`src/rtl/bec_op_sequencer.sv`:
```
// Word-serial operand loader, key feeder and result unloader for the binary-Edwards scalar-mult core.
// Optional RUN watchdog enabled by defining BEC_SEQ_TIMEOUT_EN.
module bec_op_sequencer #(
  parameter int DATA_W  = 163,
  parameter int WORD_W  = 32,
  parameter int N_WORDS = 6,
  parameter int N_OPS   = 5
`ifdef BEC_SEQ_TIMEOUT_EN
  , parameter int TIMEOUT_CYC = 65535
`endif
) (
  input  logic              wb_clk_i,
  input  logic              wb_rst_i,
  input  logic              start,
  input  logic              abort,
  input  logic              wr_valid,
  output logic              wr_ready,
  input  logic [WORD_W-1:0] wr_data,
  output logic              core_enable,
  output logic              core_load_data,
  output logic [2:0]        core_load_status,
  output logic [DATA_W-1:0] core_data_out,
  output logic              core_ki,
  input  logic              core_next_key,
  input  logic              core_done,
  input  logic [DATA_W-1:0] core_data_in,
  output logic              res_valid,
  input  logic              res_ready,
  output logic [WORD_W-1:0] res_data,
  output logic              busy,
  output logic              done_o,
  output logic              key_ovr,
  output logic              err
);

  localparam int LO_W  = (N_WORDS - 1) * WORD_W;
  localparam int TOP_W = DATA_W - LO_W;
  localparam int PAD_W = N_WORDS * WORD_W - DATA_W;
  localparam int CNT_W = $clog2(DATA_W + 1);
  localparam int WC_W  = $clog2(N_WORDS);

  typedef enum logic [2:0] {S_IDLE, S_LOAD, S_PRESENT, S_RUN, S_UNLOAD} state_t;

  state_t state, state_d;

  logic [N_WORDS-2:0][WORD_W-1:0] lo_words;
  logic [N_WORDS-1:0][WORD_W-1:0] res_words;
  logic [DATA_W-1:0]              key_sr;
  logic [DATA_W-1:0]              res_buf;
  logic [2:0]                     op_idx;
  logic [WC_W-1:0]                wcnt;
  logic [WC_W-1:0]                rcnt;
  logic [CNT_W-1:0]               bit_cnt;
  logic                           wr_fire, res_fire;
  logic                           last_word, last_op, last_res;
  logic                           timeout_hit;

  assign wr_fire   = wr_valid & wr_ready;
  assign res_fire  = res_valid & res_ready;
  assign last_word = (wcnt == WC_W'(N_WORDS - 1));
  assign last_res  = (rcnt == WC_W'(N_WORDS - 1));
  assign last_op   = (op_idx == 3'(N_OPS - 1));

  // Result viewed as host words; the top word carries only the TOP_W msbs, zero-extended.
  assign res_words = {{PAD_W{1'b0}}, res_buf};

`ifdef BEC_SEQ_TIMEOUT_EN
  logic [15:0] tcnt;
  assign timeout_hit = (tcnt == 16'(TIMEOUT_CYC - 1));

  // Counts completed RUN cycles; held at zero outside RUN so every RUN entry starts fresh.
  always_ff @(posedge wb_clk_i) begin
    if (!wb_rst_i || abort || state != S_RUN) tcnt <= '0;
    else                                      tcnt <= tcnt + 16'd1;
  end
`else
  assign timeout_hit = 1'b0;
`endif

  always_ff @(posedge wb_clk_i) begin
    if (!wb_rst_i) state <= S_IDLE;
    else           state <= state_d;
  end

  always_comb begin
    state_d        = state;
    wr_ready       = 1'b0;
    res_valid      = 1'b0;
    core_enable    = 1'b0;
    core_load_data = 1'b0;
    case (state)
      S_IDLE:    if (start) state_d = S_LOAD;
      S_LOAD: begin
        wr_ready = 1'b1;
        if (wr_fire && last_word) state_d = last_op ? S_RUN : S_PRESENT;
      end
      S_PRESENT: begin
        core_load_data = 1'b1;
        state_d        = S_LOAD;
      end
      S_RUN: begin
        core_enable = 1'b1;
        if (core_done)        state_d = S_UNLOAD;
        else if (timeout_hit) state_d = S_IDLE;
      end
      S_UNLOAD: begin
        res_valid = 1'b1;
        if (res_ready && last_res) state_d = S_IDLE;
      end
      default:   state_d = S_IDLE;
    endcase
    if (abort) state_d = S_IDLE;
  end

  assign busy             = (state != S_IDLE);
  assign core_load_status = core_load_data ? op_idx : 3'd0;
  assign core_ki          = (state == S_RUN) & key_sr[DATA_W-1];
  assign res_data         = res_valid ? res_words[rcnt] : '0;

  always_ff @(posedge wb_clk_i) begin
    if (!wb_rst_i) begin
      lo_words      <= '0;
      key_sr        <= '0;
      res_buf       <= '0;
      core_data_out <= '0;
      op_idx        <= '0;
      wcnt          <= '0;
      rcnt          <= '0;
      bit_cnt       <= '0;
      done_o        <= 1'b0;
      key_ovr       <= 1'b0;
      err           <= 1'b0;
    end else begin
      done_o <= 1'b0;
      if (abort) begin
        op_idx  <= '0;
        wcnt    <= '0;
        rcnt    <= '0;
        bit_cnt <= '0;
      end else begin
        case (state)
          S_IDLE: if (start) begin
            op_idx  <= '0;
            wcnt    <= '0;
            key_ovr <= 1'b0;
            err     <= 1'b0;
          end
          S_LOAD: if (wr_fire) begin
            wcnt <= wcnt + 1'b1;
            if (!last_word) begin
              lo_words[wcnt] <= wr_data;
            end else if (last_op) begin
              // Last word goes straight into the assembled value; only its low TOP_W bits are operand bits.
              key_sr  <= {wr_data[TOP_W-1:0], lo_words};
              bit_cnt <= '0;
            end else begin
              core_data_out <= {wr_data[TOP_W-1:0], lo_words};
            end
          end
          S_PRESENT: begin
            op_idx <= op_idx + 3'd1;
            wcnt   <= '0;
          end
          S_RUN: begin
            if (core_next_key) begin
              key_sr <= {key_sr[DATA_W-2:0], 1'b0};
              if (bit_cnt == CNT_W'(DATA_W)) key_ovr <= 1'b1;
              else                           bit_cnt <= bit_cnt + 1'b1;
            end
            if (core_done) begin
              res_buf <= core_data_in;
              rcnt    <= '0;
            end else if (timeout_hit) begin
              err <= 1'b1;
            end
          end
          S_UNLOAD: if (res_fire) begin
            if (last_res) begin
              rcnt   <= '0;
              done_o <= 1'b1;
            end else begin
              rcnt <= rcnt + 1'b1;
            end
          end
          default: ;
        endcase
      end
    end
  end

endmodule

```
`config.mk`:
```
export PLATFORM = sky130hd
export DESIGN_NAME = bec_op_sequencer
export DESIGN_NICKNAME = d
export VERILOG_FILES = /design/src/rtl/bec_op_sequencer.sv
export SDC_FILE = /design/constraint.sdc
export NUM_CORES = 1
export LEC_CHECK = 0
export ABC_AREA = 0
export CORE_MARGIN = 5
export CORE_UTILIZATION = 53
export CTS_CLUSTER_DIAMETER = 120
export DETAILED_ROUTE_END_ITERATION = 16
export PLACE_DENSITY = 0.83
export SYNTH_ARGS = -nofsm -noshare
export SYNTH_HDL_FRONTEND = slang
export SYNTH_SLANG_ARGS = --single-unit
```
`constraint.sdc`:
```
create_clock -name wb_clk_i -period 2.8 [get_ports wb_clk_i]
set_clock_uncertainty 0.2 [all_clocks]
set_input_delay 0.56 -clock wb_clk_i [delete_from_list [all_inputs] [get_ports wb_clk_i]]
set_output_delay 0.56 -clock wb_clk_i [all_outputs]
set_load 0.01 [all_outputs]
```
# Word-level counts from Yosys, hierarchy flattened
# Cells that the tools add are included.
[word_totals]
inputBits = 203
out_inout_bits = 207
elab_cells = 113
register_bits = 671
[classes]
n_reduce_logical = 22
eq_ne = 19
n_bitwise = 9
n_mux = 41
order_cmp = 3
addsub = 4
[op_table]
columns = ["operator", "n"]
rows = [
  ["$mux W163", 4],
  ["$pmux W163 S2", 1],
  ["$bwmux W160", 1],
  ["$bmux W32 S3", 1],
  ["$demux W32 S3", 1],
  ["$mux W32", 3],
  ["$mux W8", 5],
  ["$mux W3", 10],
  ["$ne A2 B2 Y1 const B", 10],
  ["$pmux W8 S2", 1],
  ["$pmux W3 S5", 1],
  ["$eq A3 B3 Y1 const B", 4],
  ["$pmux W3 S2", 2],
  ["$reduce_and A6 Y1", 2],
  ["$reduce_and A5 Y1", 2],
  ["$add A3 B1 Y3 const B", 3],
  ["$mux W1", 9],
  ["$pmux W3 S3", 1],
  ["$reduce_and A3 Y1", 3],
  ["$add A8 B1 Y8 const B", 1],
  ["$eq A8 B8 Y1 const B", 1],
  ["$lt A3 B4 Y1 const B", 2],
  ["$reduce_and A4 Y1", 2],
  ["$reduce_bool A2 Y1", 4],
  ["13 further kinds", 24],
]

# Depth between registers and ports, before layout
# Gate-level depths: netlist of run 1.
[logic_depth]
ltp_word = 6
depth_mapped = 9
depth_no_buf = 6

# Worst setup path after synthesis of run 1
# No wires, ideal clock.
[synth_timing]
kind = "reg-to-output"
startpoint = "register state[1]"
endpoint = "output port res_data[21]"
arrival_ns = 1.818
n_path_buf = 3
path_stages_with_launch = 9
setup_slack_ns = 0.222
required_ns = 2.040
cell_sequence = "dfxtp_1 -> buf_2 -> or3b_2 -> inv_1 -> nand2_1 -> nor2_1 -> buf_2 -> buf_2 -> a22o_1"
[synth_between]
elab_chain_len = 3
[synth_rtl]
columns = ["item", "line", "source"]
rows = [
  ["from (decl)", "44", "state_t state, state_d;"],
  ["from (signal assigned)", "82", "else state <= state_d;"],
  ["$eq A3 B3 Y1", "91", "case (state)"],
  ["$mux W1", "91", ""],
  ["named net res_valid", "27", "output logic res_valid,"],
  ["$mux W32", "118", "assign res_data = res_valid ? res_words[rcnt] : '0;"],
  ["to (decl)", "29", "output logic [WORD_W-1:0] res_data,"],
]
# The timed path passes the listed nets, and every way through them passes these cells.

# Final worst setup path of run 1
[layout_timing]
startpoint = "register state[0]"
endpoint = "output port res_data[11]"
[layout_between]
elab_chain_len = 3
[layout_rtl]
columns = ["item", "line"]
rows = [
  ["$eq A3 B3 Y1", "91"],
  ["$mux W1", "91"],
  ["$mux W32", "118"],
]
# Every way passes these cells.

==> results of run 1 <==
per-stage QoR:
stage	util, %	instance area, um2	TNS (ns)	setup WS (ns)	std cells
after floorplan	-	26400	0	0.222	3289
after global placement	64.2	31500	0	0.0455	4167
after detailed placement	64.2	31500	0	0.00882	4167
after CTS	69.5	34100	-5.35	-0.236	4308
after global routing	69.4	34100	-6.07	-0.237	4312
final	69.4	34100	-2.97	-0.137	4312
state kept, by name, indices dropped and copies added (netlist names):
signal	flops
key_sr	163
lo_words	160
res_buf	163
op_idx	3
key_ovr	1
state	3
rcnt	3
wcnt	3
done_o	1
core_data_out	163
bit_cnt	8
logic make-up after synthesis:
family | count (synthesis) | synth area share, %
and+or+nand+nor | 1387 | 20.6
AOI/OAI and AO/OA | 885 | 20.4
DFF | 671 | 50.9
buffers and inverters | 301 | 4.89
muxes | 37 | 2.93
adders and majority gates | 5 | 0.237
xor gates and xnor gates | 2 | 0.0664
other | 1 | 0.0142
layout by cell type, fill, tap and decap left out, drive strengths merged, types with 5 or more instances in the layout:
cell type      netlist  final
dfxtp              671    671
a22o                29     29
clkdlybuf4s50        0    368
o21ai               10     10
nand3                8      8
ha                   5      5
clkbuf             210    103
nand4                5      5
a21oi              662    662
clkinv               0     15
a211oi               5      5
dlygate4sd2          0      6
and3                 8      8
nor2                15     15
mux4                32     32
nand2             1315   1315
buf                 81    148
inv                 10     12
a311oi             165    165
layer usage:
layer	up-vias	wire length [um]	part of all wire [%]	global-route usage, %
li1	11800	-	-	-
met1	11800	32300	38	37.7
met2	1355	39700	46	48.5
met3	233	9810	11	8.96
met4	0	3980	4.6	13.8
met5	-	0	0	0
timing repair:
item,in CTS,in global routing
buffers inserted,12,5
endpoints found under the setup margin,40,34
pin swaps,15,21
hold buffers,0,0
cloned,5,0
resized for setup,148,16
cell type report:
class	instances	area (um2)	area share [%]
flip-flops and latches	671	13400	39.5
repair buffers	525	5600	16.4
diodes	1	2.50	0.00735
well taps	664	831	2.44
clock inverters	22	243	0.713
multi-input cells	2317	11800	34.5
inverters	10	47.5	0.140
clock buffers	102	2140	6.27
final timing paths:
kind / cells after the start / to / slack, ns / startpoint
min: 2 / res_buf[95] / 0.25 / res_buf[95]
max: 8 / res_data[11] / -0.14 / state[0]
max reg2reg: 9 / key_sr[29] / 0.14 / state[2]
min reg2reg: 2 / res_buf[95] / 0.25 / res_buf[95]
power breakdown:
part / switching, mW / total (mW) / internal (mW)
clock network: 3.84 / 9.51 / 5.67
logic: 0.448 / 0.808 / 0.360
registers: 0.0109 / 9.57 / 9.56
total: 4.30 / 19.9 / 15.6
worst max-delay path: stages, from the launching register on:
cell	delay, ns
dfxtp_2	0.32
or3b_4	0.40
inv_2	0.07
nand2_2	0.07
nor2_4	0.11
buf_12	0.16
buf_12	0.14
a22o_1	0.16
buf_2	0.14
==> flow_summary.ini, run 1 <==
[yosys]
ys_types = 56
netlist_instances = 3289
synth.most_common_cell = nand2_1
syn_nets = 3497
syn_area_per_cell_um2 = 8.02
synth_top_cell_by_area = dfxtp_1
async_flop_share_pct = 0
ys_top_cells_by_area = dfxtp_1 51%, nand2_1 19%, a21oi_1 13%
yosysSeqAreaShare_pct = 50.9
synth_ff_type = dfxtp_1
syn-cell-area_um2 = 26400
synth-edff-count = 0
synth_top_area_share_pct = 50.9
yosysWarningCount = 0
synth_common_cells = 1315 x nand2_1, 671 x dfxtp_1, 661 x a21oi_1
ys_seq_elements = 671

[pwr]
power.total_mw = 19.9
ir_worst_vdd_uv = 429
cellLeakagePower_nw = 10.7
cellPowerDensity_nw_per_um2 = 584

[worst_setup_path]
cp_data_required_time_ns = 2.04
critPathLaunchType = flip-flop
cp_max_fo = 6
cp.arrival_ns = 2.18
timing_worst_setup_path_type = reg2out
critPathCaptureType = output port

[timing]
setup_violations = 29
period_minus_slack_ns = 2.94
tightestPinTransition_ns = 0.842
max_slew_margin_pct = 43.8
whs_ns = 0.249
rsz0062_at_grt = true
timing.fmax_mhz = 340
period_share_pct = 105
fin_ws_ns = -0.137
slew_viol_final = 0
hold_violations = 0

[grt]
grt_pass1_wl_um = 131000
antenna_found_initial = 1
grt_max_degree = 168
grtUsageTotal_pct = 30.2
grt-ovfl-total = 0
grt_pass1_vias = 23600

[route]
vias = 25200
wire_per_inst_um = 19.9
wl_um = 85700
final_antenna_net_count = 0
vias_per_cell = 5.85
dr.pass1.iters = 6
route.detailed.drc = 0
drt_iter0_markers = 2652

[hold_path]
hold_path_class = reg2reg

[clocking]
clockBufferDepth = 3
root_buffer = clkbuf_16
clk_pin_slew_ns = 0.06
cts-htree-levels = 3
numClockSinks = 671
cts_made_buffers = 69
clk_latency_ns = 0.60
cts_tree = done

[die]
dieHeight_um = 233
start_util_pct = 53.8
die_w_um = 233
row_count = 81
die_area_um2 = 54300
ios = 410
fp.coreArea_um2 = 49100

[final_layout]
final_layout_size_suffix_gt1_share_pct = 9.62
fin_nets = 3802
syn2layout_area_growth_pct = 29.1
fillCellCount = 3825

[status]
outcome = complete, but fails checks
failed_checks = negative setup slack

[placement]
dp_hpwl_um = 54700
gp_congestion = 0.869
io_buffers = 408

[flow_run]
maxCapViolations = 0
(Power assumes the default switching activity.)
==> run 2: changes to the inputs <==
CAP_MARGIN = 20   (was unset)
CORE_UTILIZATION = 44   (was 53)
PLACE_DENSITY = 0.71   (was 0.83)
REMOVE_ABC_BUFFERS = 1   (was unset)
==> run 2 against run 1 <==
Net effect: the run still ends with negative setup slack left; flip-flop and latch count did not move; global-route usage fell by 5.4 points; final area rose by 0.72%; core utilization fell by 12 points; count of clock-buffer cells in the layout rose by 7; final cell count rose by 2.9%; maximum frequency fell by 2.9%; worst hold slack improved by 0.0030 ns; critical path depth rose by 1; sequential power barely moved; first-iteration DRC count fell by 20%; routed wire length fell by 1.3%; critical path type unchanged; largest power group is now clock.
==> flow_summary.ini, run 2 (same netlist as run 1, synthesis figures left out) <==
[route]
wl_um = 84600
wire_per_inst_um = 19.1
drt_iter0_markers = 2132
route.detailed.drc = 0
final_antenna_net_count = 0
vias = 24500
dr.pass1.iters = 6
vias_per_cell = 5.52

[final_layout]
design_area_um2 = 34300
final_util_pct = 57.9
layoutNonFillerInstCount = 4437
final_common_cell = nand2_1
final_cell_mix = 1311 x nand2_1, 668 x dfxtp_1, 661 x a21oi_1, 367 x clkdlybuf4s50_1, 141 x a311oi_1
final_layout_size_suffix_gt1_share_pct = 9.75
reg.largest.list = core_data_out (163), key_sr (163), res_buf (163)
fin_nets = 3809
syn2layout_area_growth_pct = 30.1

[clocking]
cts-htree-levels = 3
numClockSinks = 671
clockBufferDepth = 3
cts_tree = done
clk_latency_ns = 0.61
clk_pin_slew_ns = 0.06
cts_made_buffers = 72
root_buffer = clkbuf_16

[placement]
io_buffers = 408
gp_congestion = 0.875
place_area_um2 = 31700
place_inst = 4284
dp_hpwl_um = 54500

[die]
fp.coreArea_um2 = 59200
start_util_pct = 44.5
die_area_um2 = 64900
row_count = 89
ios = 410
dieHeight_um = 255
die_w_um = 255

[pwr]
ir_worst_vdd_uv = 484
power.total_mw = 20.0
cellPowerDensity_nw_per_um2 = 583
cellLeakagePower_nw = 10.8

[worst_setup_path]
critPathCaptureType = output port
critPathLaunchType = flip-flop
cp_max_fo = 7
cp_data_required_time_ns = 2.04
timing_worst_setup_path_type = reg2out
cp.arrival_ns = 2.27

[grt]
grt_pass1_vias = 23100
grt-ovfl-total = 0
grt_pass1_wl_um = 130000
antenna_found_initial = 12
grt_max_degree = 97
grtUsageTotal_pct = 24.8

[timing]
timing.fmax_mhz = 330
whs_ns = 0.252
tightestPinTransition_ns = 0.601
rsz0062_at_grt = true
fin_ws_ns = -0.226
max_slew_margin_pct = 59.9
slew_viol_final = 0
setup_violations = 30
hold_violations = 0
period_minus_slack_ns = 3.03
period_share_pct = 108

[hold_path]
hold_path_class = reg2reg

[status]
outcome = complete, but fails checks
failed_checks = negative setup slack

[flow_run]
maxCapViolations = 0
==> run 2: cell count changes in the layout (fill, tap and decap cells not counted), sizes merged <==
cell and delta:
clkdlybuf4s50 -1, bufinv +1, inv -1, bufbuf +1, clkdlybuf4s15 -1, clkbuf +8
dlygate4sd2 +1, diode +10, clkinv -5, buf +3
==> run 2: area by class of cell <==
| cell class | instances | area, um2 |
|---|---|---|
| Fill cell | 5291 | 24900 |
| Sequential cell | 671 | 13400 |
| Multi-Input combinational cell | 2317 | 11800 |
| Timing Repair Buffer | 529 | 5610 |
| Clock buffer | 109 | 2170 |
| Tap cell | 773 | 967 |
| Clock inverter | 17 | 240 |
| Inverter | 10 | 61.3 |
| Antenna cell | 11 | 27.5 |
==> run 2: what timing repair did <==
item,4_1_cts,5_1_grt
pin swaps,18,11
setup buffers,12,3
endpoints found under the setup margin,41,34
cloned,5,1
hold buffers,0,0
resized for setup,166,14
==> run 2: path summary, 6_finish.rpt <==
path                startpoint  slack, ns  cells past startpoint                 to
max                   state[1]      -0.23                      9       res_data[12]
min          core_data_out[38]       0.25                      2  core_data_out[38]
min reg2reg  core_data_out[38]       0.25                      2  core_data_out[38]
max reg2reg           state[0]       0.34                      8          key_sr[9]
==> run 2: routing by layer <==
layer  vias up  wire, um  GRT usage (%)
met5         -        14              0
met4         4      3020           9.17
met3       177      5290           4.51
met2       836     39300           39.3
met1     11700     36900           34.1
li1      11800         -              -
==> run 2: per-stage QoR <==
step / setup slack [ns] / TNS, ns
2_1_floorplan: -11.95 / -6259.41
3_3_place_gp: -0.0437 / -0.0437
3_5_place_dp: -0.0135 / -0.0135
4_1_cts: -0.296 / -6.84
5_1_grt: -0.305 / -7.37
6_report: -0.226 / -5.20
==> run 2: critical path, stage by stage (launching register included) <==
cell and delay (ns):
dfxtp_2 0.32, or3b_4 0.41, inv_4 0.08, nand2_4 0.06, nor2_4 0.13, buf_12 0.12, buf_8 0.12, buf_16 0.13
a22o_1 0.15, buf_2 0.13
==> run 2: power by group <==
part	internal, mW	switching (mW)
clock	5.75	3.95
sequential	9.56	0.0101
combinational	0.356	0.374
